[config.mk]
export PLATFORM = sky130hd
export DESIGN_NAME = instruction_fetch_unit_flat
export DESIGN_NICKNAME = d
export VERILOG_FILES = /design/src/rtl/instruction_fetch_unit_if.sv /design/src/rtl/instruction_fetch_unit.sv /design/src/flat_wrapper.sv
export SDC_FILE = /design/constraint.sdc
export NUM_CORES = 1
export LEC_CHECK = 0
export BUFFER_PORTS_ARGS = -buffer_cell sky130_fd_sc_hd__buf_2
export CORE_MARGIN = 3
export CORE_UTILIZATION = 49
export CTS_CLUSTER_SIZE = 30
export DETAILED_ROUTE_END_ITERATION = 8
export PLACE_DENSITY = 0.87
export SYNTH_ARGS = -nofsm -noshare
export SYNTH_HDL_FRONTEND = slang
export SYNTH_SLANG_ARGS = --single-unit
[constraint.sdc]
create_clock -name clk -period 4.5 [get_ports clk]
set_input_delay 0.9 -clock clk [delete_from_list [all_inputs] [get_ports clk]]
set_output_delay 0.9 -clock clk [all_outputs]
set_load 0.01 [all_outputs]
[src/rtl/instruction_fetch_unit_if.sv]
// Fetch-unit bus bundle: imem request/response, redirect, and decode handoff.
interface instruction_fetch_unit_if;
    logic        imem_req_valid;
    logic        imem_req_ready;
    logic [31:0] imem_req_addr;
    logic        imem_rsp_valid;
    logic [31:0] imem_rsp_data;
    logic        redirect_valid;
    logic [31:0] redirect_pc;
    logic        id_valid;
    logic        id_ready;
    logic [31:0] id_inst;
    logic [31:0] id_pc;
    logic [31:0] id_pc_plus4;

    // Fetch-unit side
    modport master (
        output imem_req_valid, imem_req_addr,
        output id_valid, id_inst, id_pc, id_pc_plus4,
        input  imem_req_ready, imem_rsp_valid, imem_rsp_data,
        input  redirect_valid, redirect_pc, id_ready
    );

    // Memory / decode / branch-resolution side
    modport slave (
        input  imem_req_valid, imem_req_addr,
        input  id_valid, id_inst, id_pc, id_pc_plus4,
        output imem_req_ready, imem_rsp_valid, imem_rsp_data,
        output redirect_valid, redirect_pc, id_ready
    );
endinterface

[src/rtl/instruction_fetch_unit.sv]
// RV32I fetch stage: owns the PC, single outstanding imem request,
// small {pc, inst} buffer toward decode, redirect flush.
module instruction_fetch_unit #(
    parameter logic [31:0] RESET_PC  = 32'h0000_0000,
    parameter int unsigned BUF_DEPTH = 2
) (
    input  logic                      clk,
    input  logic                      rst,
    instruction_fetch_unit_if.master  io_bus
);
    localparam int unsigned PTR_W = (BUF_DEPTH > 1) ? $clog2(BUF_DEPTH) : 1;
    localparam int unsigned CNT_W = $clog2(BUF_DEPTH + 1);
    localparam logic [31:0] NOP   = 32'h0000_0013;

    localparam logic [1:0] S_ISSUE = 2'd0;
    localparam logic [1:0] S_WAIT  = 2'd1;
    localparam logic [1:0] S_DROP  = 2'd2;

    logic [1:0]        r_state;
    logic [1:0]        w_state_nxt;
    logic [31:0]       r_pc;
    logic [31:0]       r_req_pc;
    logic [31:0]       r_buf_pc   [BUF_DEPTH];
    logic [31:0]       r_buf_inst [BUF_DEPTH];
    logic [PTR_W-1:0]  r_wr_ptr;
    logic [PTR_W-1:0]  r_rd_ptr;
    logic [CNT_W-1:0]  r_count;

    logic              w_req_valid;
    logic              w_accept;
    logic              w_push;
    logic              w_pop;
    logic              w_head_valid;
    logic              w_redirect;
    logic [31:0]       w_redirect_pc;
    logic [31:0]       w_id_pc;

    assign w_redirect    = io_bus.redirect_valid;
    assign w_redirect_pc = io_bus.redirect_pc & ~32'h0000_0003;
    assign w_head_valid  = (r_count != '0);

    // Next state plus request/push/pop decode; redirect does not gate the request
    always_comb begin
        w_state_nxt = r_state;
        w_req_valid = 1'b0;
        w_accept    = 1'b0;
        w_push      = 1'b0;
        w_pop       = w_head_valid && io_bus.id_ready && !w_redirect;
        case (r_state)
            S_ISSUE: begin
                w_req_valid = !rst && (r_count < CNT_W'(BUF_DEPTH));
                w_accept    = w_req_valid && io_bus.imem_req_ready;
                if (w_accept) begin
                    w_state_nxt = w_redirect ? S_DROP : S_WAIT;
                end
            end
            S_WAIT: begin
                if (io_bus.imem_rsp_valid) begin
                    w_push      = !w_redirect;
                    w_state_nxt = S_ISSUE;
                end else if (w_redirect) begin
                    w_state_nxt = S_DROP;
                end
            end
            S_DROP: begin
                if (io_bus.imem_rsp_valid) begin
                    w_state_nxt = S_ISSUE;
                end
            end
            default: w_state_nxt = S_ISSUE;
        endcase
    end

    // FSM state register
    always_ff @(posedge clk) begin
        if (rst) begin
            r_state <= S_ISSUE;
        end else begin
            r_state <= w_state_nxt;
        end
    end

    // PC, outstanding-request PC, buffer pointers and occupancy
    always_ff @(posedge clk) begin
        if (rst) begin
            r_pc     <= RESET_PC;
            r_req_pc <= '0;
            r_wr_ptr <= '0;
            r_rd_ptr <= '0;
            r_count  <= '0;
        end else if (w_redirect) begin
            r_pc     <= w_redirect_pc;
            r_wr_ptr <= '0;
            r_rd_ptr <= '0;
            r_count  <= '0;
        end else begin
            if (w_accept) begin
                r_req_pc <= r_pc;
                r_pc     <= r_pc + 32'd4;
            end
            if (w_push) begin
                r_wr_ptr <= r_wr_ptr + PTR_W'(1);
            end
            if (w_pop) begin
                r_rd_ptr <= r_rd_ptr + PTR_W'(1);
            end
            case ({w_push, w_pop})
                2'b10:   r_count <= r_count + CNT_W'(1);
                2'b01:   r_count <= r_count - CNT_W'(1);
                default: r_count <= r_count;
            endcase
        end
    end

    // Buffer storage; contents only matter while counted as occupied
    always_ff @(posedge clk) begin
        if (w_push) begin
            r_buf_pc[r_wr_ptr]   <= r_req_pc;
            r_buf_inst[r_wr_ptr] <= io_bus.imem_rsp_data;
        end
    end

    // A response can never land in a full buffer
    always_ff @(posedge clk) begin
        if (!rst) begin
            assert (!(w_push && (r_count == CNT_W'(BUF_DEPTH))));
        end
    end

    assign w_id_pc = w_head_valid ? r_buf_pc[r_rd_ptr] : 32'h0000_0000;

    assign io_bus.imem_req_valid = w_req_valid;
    assign io_bus.imem_req_addr  = r_pc;
    assign io_bus.id_valid       = w_head_valid;
    assign io_bus.id_inst        = w_head_valid ? r_buf_inst[r_rd_ptr] : NOP;
    assign io_bus.id_pc          = w_id_pc;
    assign io_bus.id_pc_plus4    = w_id_pc + 32'd4;
endmodule

[src/flat_wrapper.sv]
// flat-port wrapper written by rule: the top's interface ports become plain ports
module instruction_fetch_unit_flat 
#(
    parameter logic [31:0] RESET_PC  = 32'h0000_0000,
    parameter int unsigned BUF_DEPTH = 2
)
  (clk, rst, io_bus_imem_req_valid, io_bus_imem_req_addr, io_bus_id_valid, io_bus_id_inst, io_bus_id_pc, io_bus_id_pc_plus4, io_bus_imem_req_ready, io_bus_imem_rsp_valid, io_bus_imem_rsp_data, io_bus_redirect_valid, io_bus_redirect_pc, io_bus_id_ready);
  instruction_fetch_unit_if io_bus_i ();
  input  logic clk;
  input  logic rst;
  output wire logic [$bits(io_bus_i.imem_req_valid)-1:0] io_bus_imem_req_valid;
  output wire logic [$bits(io_bus_i.imem_req_addr)-1:0] io_bus_imem_req_addr;
  output wire logic [$bits(io_bus_i.id_valid)-1:0] io_bus_id_valid;
  output wire logic [$bits(io_bus_i.id_inst)-1:0] io_bus_id_inst;
  output wire logic [$bits(io_bus_i.id_pc)-1:0] io_bus_id_pc;
  output wire logic [$bits(io_bus_i.id_pc_plus4)-1:0] io_bus_id_pc_plus4;
  input wire logic [$bits(io_bus_i.imem_req_ready)-1:0] io_bus_imem_req_ready;
  input wire logic [$bits(io_bus_i.imem_rsp_valid)-1:0] io_bus_imem_rsp_valid;
  input wire logic [$bits(io_bus_i.imem_rsp_data)-1:0] io_bus_imem_rsp_data;
  input wire logic [$bits(io_bus_i.redirect_valid)-1:0] io_bus_redirect_valid;
  input wire logic [$bits(io_bus_i.redirect_pc)-1:0] io_bus_redirect_pc;
  input wire logic [$bits(io_bus_i.id_ready)-1:0] io_bus_id_ready;
  assign io_bus_imem_req_valid = io_bus_i.imem_req_valid;
  assign io_bus_imem_req_addr = io_bus_i.imem_req_addr;
  assign io_bus_id_valid = io_bus_i.id_valid;
  assign io_bus_id_inst = io_bus_i.id_inst;
  assign io_bus_id_pc = io_bus_i.id_pc;
  assign io_bus_id_pc_plus4 = io_bus_i.id_pc_plus4;
  assign io_bus_i.imem_req_ready = io_bus_imem_req_ready;
  assign io_bus_i.imem_rsp_valid = io_bus_imem_rsp_valid;
  assign io_bus_i.imem_rsp_data = io_bus_imem_rsp_data;
  assign io_bus_i.redirect_valid = io_bus_redirect_valid;
  assign io_bus_i.redirect_pc = io_bus_redirect_pc;
  assign io_bus_i.id_ready = io_bus_id_ready;
  instruction_fetch_unit #(.RESET_PC(RESET_PC), .BUF_DEPTH(BUF_DEPTH)) u_core (.clk(clk), .rst(rst), .io_bus(io_bus_i));
endmodule
[Word-level counts from Yosys, hierarchy flattened]
Memories as Yosys holds them, arrays and structs flattened. A register that Yosys moved wholly into a read port is not among the register bits.
Index checks and enable logic that the tools add are counted.
Word-level totals
  ROM bits: 0
  latch bits: 0
  word-level logic and storage cells: 58
  RAM bits: 128
  bits of input ports: 70
  output and inout bits: 130
  memories: 2
  register bits: 70
Operators by class
  $lt $le $gt $ge: 1
  div/mod/pow operators: 0
  $mul: 0
  $add $sub $neg: 6
  eq/ne operators: 7
  shifts and indexed selects: 0
  mux-type cells: 21
  reductions and logical operators: 13
  bitwise operators: 1
Memory list
  u_core.r_buf_inst: depth 2, width 32, rd ports 1, clocked after memory_dff 1, wr ports 1, RTL line instruction_fetch_unit.sv:24  | logic [31:0] r_buf_inst [BUF_DEPTH];
  u_core.r_buf_pc: depth 2, width 32, rd ports 1, clocked after memory_dff 1, wr ports 1, RTL line instruction_fetch_unit.sv:23  | logic [31:0] r_buf_pc [BUF_DEPTH];
Operators by type and width (count)
  two-way mux 32 bit: 4
  adder 32 x 3 -> 32 bit, second input constant: 2
  two-way mux 1 bit: 10
  two-way mux 2 bit: 5
  case mux 2 bit (3 select lines): 1
  nonzero test 2 bit: 3
  equality test 2 x 1 -> 1 bit, second input constant: 2
  equality test 2 bit, second input constant: 2
  logical AND 1 bit: 4
  case mux 2 bit (2 select lines): 1
  != test 3 bit, second input constant: 1
  AND reduction 3 bit: 1
  adder 1 bit, second input constant: 2
  adder 2 x 1 -> 2 bit, second input constant: 1
  logical NOT 1 bit: 2
  logical NOT 2 bit: 1
  less-than comparator 2 bit, second input constant: 1
  != test 2 x 1 -> 1 bit, second input constant: 1
  != test 2 bit, second input constant: 1
  AND reduction 2 bit: 1
  OR reduction 2 bit: 1
  subtractor 2 x 1 -> 2 bit, second input constant: 1
  NOT 1 bit: 1

[Longest topological paths before layout]
  depth after elaboration: 6
  gate-level depth with buffers: 12

[Worst setup path before layout]
No wires, ideal clock.
  path type: in2reg
  from: input port io_bus_redirect_valid
  to: memory u_core.r_buf_inst[0][0], enable pin
  data required time: 4018 ps
  stages on the path: 4
  arrival: 4190 ps
  path slack: -173 ps
  library setup time: 482 ps
  cells stage by stage: buf_2 -> nor4b_1 -> inv_1 -> nor2_1
On the way
  longest elaborated chain between the ends: 5
RTL lines
  start, declared: RTL line flat_wrapper.sv:20  | input wire logic [$bits(io_bus_i.redirect_valid)-1:0] io_bus_redirect_valid;
  logical NOT 1 bit: RTL line instruction_fetch_unit.sv:59  | w_push = !w_redirect;
  two-way mux 1 bit: RTL line instruction_fetch_unit.sv:58  | if (io_bus.imem_rsp_valid) begin
  two-way mux 1 bit: RTL line instruction_fetch_unit.sv:49  | case (r_state)
  two-way mux 1 bit: RTL line instruction_fetch_unit.sv:117  | if (w_push) begin
  two-way mux 1 bit (not written as such): RTL line instruction_fetch_unit.sv:119  | r_buf_inst[r_wr_ptr] <= io_bus.imem_rsp_data;
  end, declared: RTL line instruction_fetch_unit.sv:24
Every way passes these cells.

==> flow_summary.toml <==
[min_path]
hold_class = "reg -> reg"
whs_path_depth = 0
hold_path_startpoint = "u_core.r_req_pc[28]"
min_to = "u_core.r_buf_pc[1][28]"

[clocking]
cts-resized-gates = 0
path_clk_slew_ns = 0.06
cts_buffer_depth = 2
postCtsHoldBufs = 0
cts_sinks = 191
cts_root_buf = "clkbuf_16"
numCtsBuffers = 17
post_cts_buffers = 0
cts_tree = "built"
htree_levels = 4
clock_latency_ns = 0.42

[detailed_routing]
avgViaCountPerCell = 5.44
vias = 6441
ant_nets = 0
drt-wirelength-per-cell_um = 16.6
drc = 0
drt_iter0_markers = 364
dr.pass1.iters = 5
wl_um = 19600

[pwr]
powerDensity_mw_per_mm2 = 337
irDropWorstVdd_v = 0.000264
power_mw = 3.46
p_leak_nw = 3.90

[global_route]
top_usage_layer = "met2"
grt_usage = 0.204
grt_pass1_wl_um = 31600
grt_util_met1 = 0.279
grt_use_met2 = 0.318
use_met3 = 0.0487
antenna_found_initial = 0
grt_max_degree = 63
overflow = 0
grt_pass1_vias = 6204

[setup_path]
cp-start-kind = "flop"
r2r_start = "u_core.io_bus.imem_req_addr[2]"
cp.arrival_ns = 3.16
r2r-end = "u_core.io_bus.imem_req_addr[24]"
crit_top_cell = "buf_4"
crit_path_max_incr_delay_ns = 0.64
critPathSlowestCell = "dfxtp_4"
required_ns = 3.60
r2r_cells = 5
path_class = "reg -> out"
path_max_fanout = 32
cp-end-kind = "primary output"
crit_chain = "buf_4 > mux2i_1 > a211oi_1 > nand4_1 > buf_4 > nor4b_1 > xor2_1 > buf_2"
ff2ff_setup_slack_ns = 1.71

[synth]
synth.distinct_cells = 59
synth_cells = 770
synth_ff_type = "edfxtp_1"
avgSynthCellArea_um2 = 11.1
synth-edff-count = 124
async_reset_ff_frac = 0
seq_area_frac_synth = 0.592
synth.cell_area_mm2 = 0.00856
synth_warnings = 0
synth.ff_latch_count = 191

[die]
die_w_um = 138
pin_count = 200
fp.dieH_um = 138
core-area_mm2 = 0.0168
initial_utilization = 0.509
die_area_mm2 = 0.0191
rows = 47

[sta]
tightest_slew_ns = 0.826
hold_viol_final = 0
relSlewSlack = 0.449
period_minus_slack_ns = 4.06
setup_viol = 0
rsz0062_at_grt = "no"
fin_crit_sh = 0.902
fmax_ghz = 0.246
report.final.slew_viol_count = 0
setup_tns_ns = 0
fin_skew_ns = 0.0106

[cells_and_area]
drive_gt1_frac = 0.270
diodes = 0
fin_area_mm2 = 0.0102
syn_to_final_growth_pct = 19.8
finalNetCount = 1026
fin_util = 0.609

[place]
place_area_mm2 = 0.00970
globalplace.congestion = 0.882
port_buffers = 191
place.detailed.hpwl_um = 13900

[status]
status = "finished clean"

[job]
max-cap-violations = 0
==> critical path, delay by kind of cell (launching register included) <==
family	cells	cell delay [ns]
buf+inv	3	0.88
flops	1	0.64
simple gates	2	0.52
compound gates	1	0.31
xor+xnor	1	0.21
mux	1	0.16
==> final cells by class <==
cell class	count	area (µm²)
Fill cell	1399	6570
Sequential cell	191	5070
Multi-Input combinational cell	525	3230
Timing Repair Buffer	208	1080
Clock buffer	18	429
Tap cell	220	275
Clock inverter	13	119
Inverter	10	37.5
==> routing by layer <==
layer  part of all wire  routed length (µm)
met5                  0                   0
met4              0.024                 465
met3              0.084                1640
met2               0.46                9020
met1               0.43                8510
==> metrics by stage <==
step	hold slack (ns)	setup slack [ns]	instances
2_1_floorplan	0.425	0.780	775
4_1_cts	0.456	0.386	1185
5_1_grt	0.476	0.164	1185
3_5_place_dp	0.443	0.848	1154
3_3_place_gp	0.435	0.873	1154
6_report	0.460	0.440	1185
==> cells in the mapped netlist (7+ instances only) <==
cell type  count  area [µm²]
a211oi_1      15         113
a21oi_1       43         215
buf_2         15        75.1
buf_4          7        52.6
clkbuf_1      22        82.6
dfxtp_1       67        1340
edfxtp_1     124        3720
inv_1          9        33.8
mux2i_1       63         631
nand2_1      105         394
nand3_1       25         125
nand4_1       16         100
nor2_1        98         368
nor3_1        22         110
nor4_1         8        50.1
nor4_2         7        87.6
o21ai_0        7        35.0
xnor2_1       15         131
xor2_1        35         307
==> sequential cells by signal, indices dropped and copies added, names as in the netlist, named ones only <==
name	cells
u_core.io_bus.imem_req_addr	30
u_core.r_state	2
u_core.r_req_pc	30
u_core.r_wr_ptr	1
u_core.r_buf_inst	64
u_core.r_count	2
u_core.r_buf_pc	60
u_core.r_rd_ptr	1
==> power by group <==
part / leakage, nW / switching, mW / internal [mW] / total (mW)
Clock: 0.260 / 0.615 / 0.760 / 1.37
Combinational: 1.90 / 0.0926 / 0.0671 / 0.160
Sequential: 1.74 / 0.0402 / 1.88 / 1.92
Total: 3.90 / 0.748 / 2.71 / 3.46
==> cell usage in the layout (no fill, tap or decap), types with 9 or more instances in the layout <==
cell and n:
buf_4 17, dfxtp_1 66, nor2_1 96, nor3_1 22, a21oi_1 43, xnor2_1 15, buf_2 191, xor2_1 35
clkbuf_16 17, mux2i_1 63, inv_1 9, nand3_1 25, nand2_1 105, nand4_1 16, edfxtp_1 124, a211oi_1 15
==> worst max-delay path by stage <==
stage	from	end	cells after the start
floorplan	u_core.r_count[1]	io_bus_id_pc_plus4[20]	12
global placement	flop	io_bus_id_pc_plus4[24]	8
detailed placement	flop	io_bus_id_pc_plus4[24]	8
CTS	flop	io_bus_id_pc_plus4[24]	8
global route	flop	io_bus_id_pc_plus4[24]	8
finish	flop	io_bus_id_pc_plus4[24]	8
==> logic make-up after synthesis <==
logic type	after synthesis	synth area share
flip-flops	191	0.592
multiplexers	66	0.0777
other	1	0.000438
adder cells (fa/ha/maj)	3	0.00439
AND/OR/NAND/NOR	319	0.182
buffers and inverters	59	0.0342
XOR/XNOR	50	0.0512
AO/OA/AOI/OAI	81	0.0585
No activity file was read; power rests on OpenSTA's default activity.
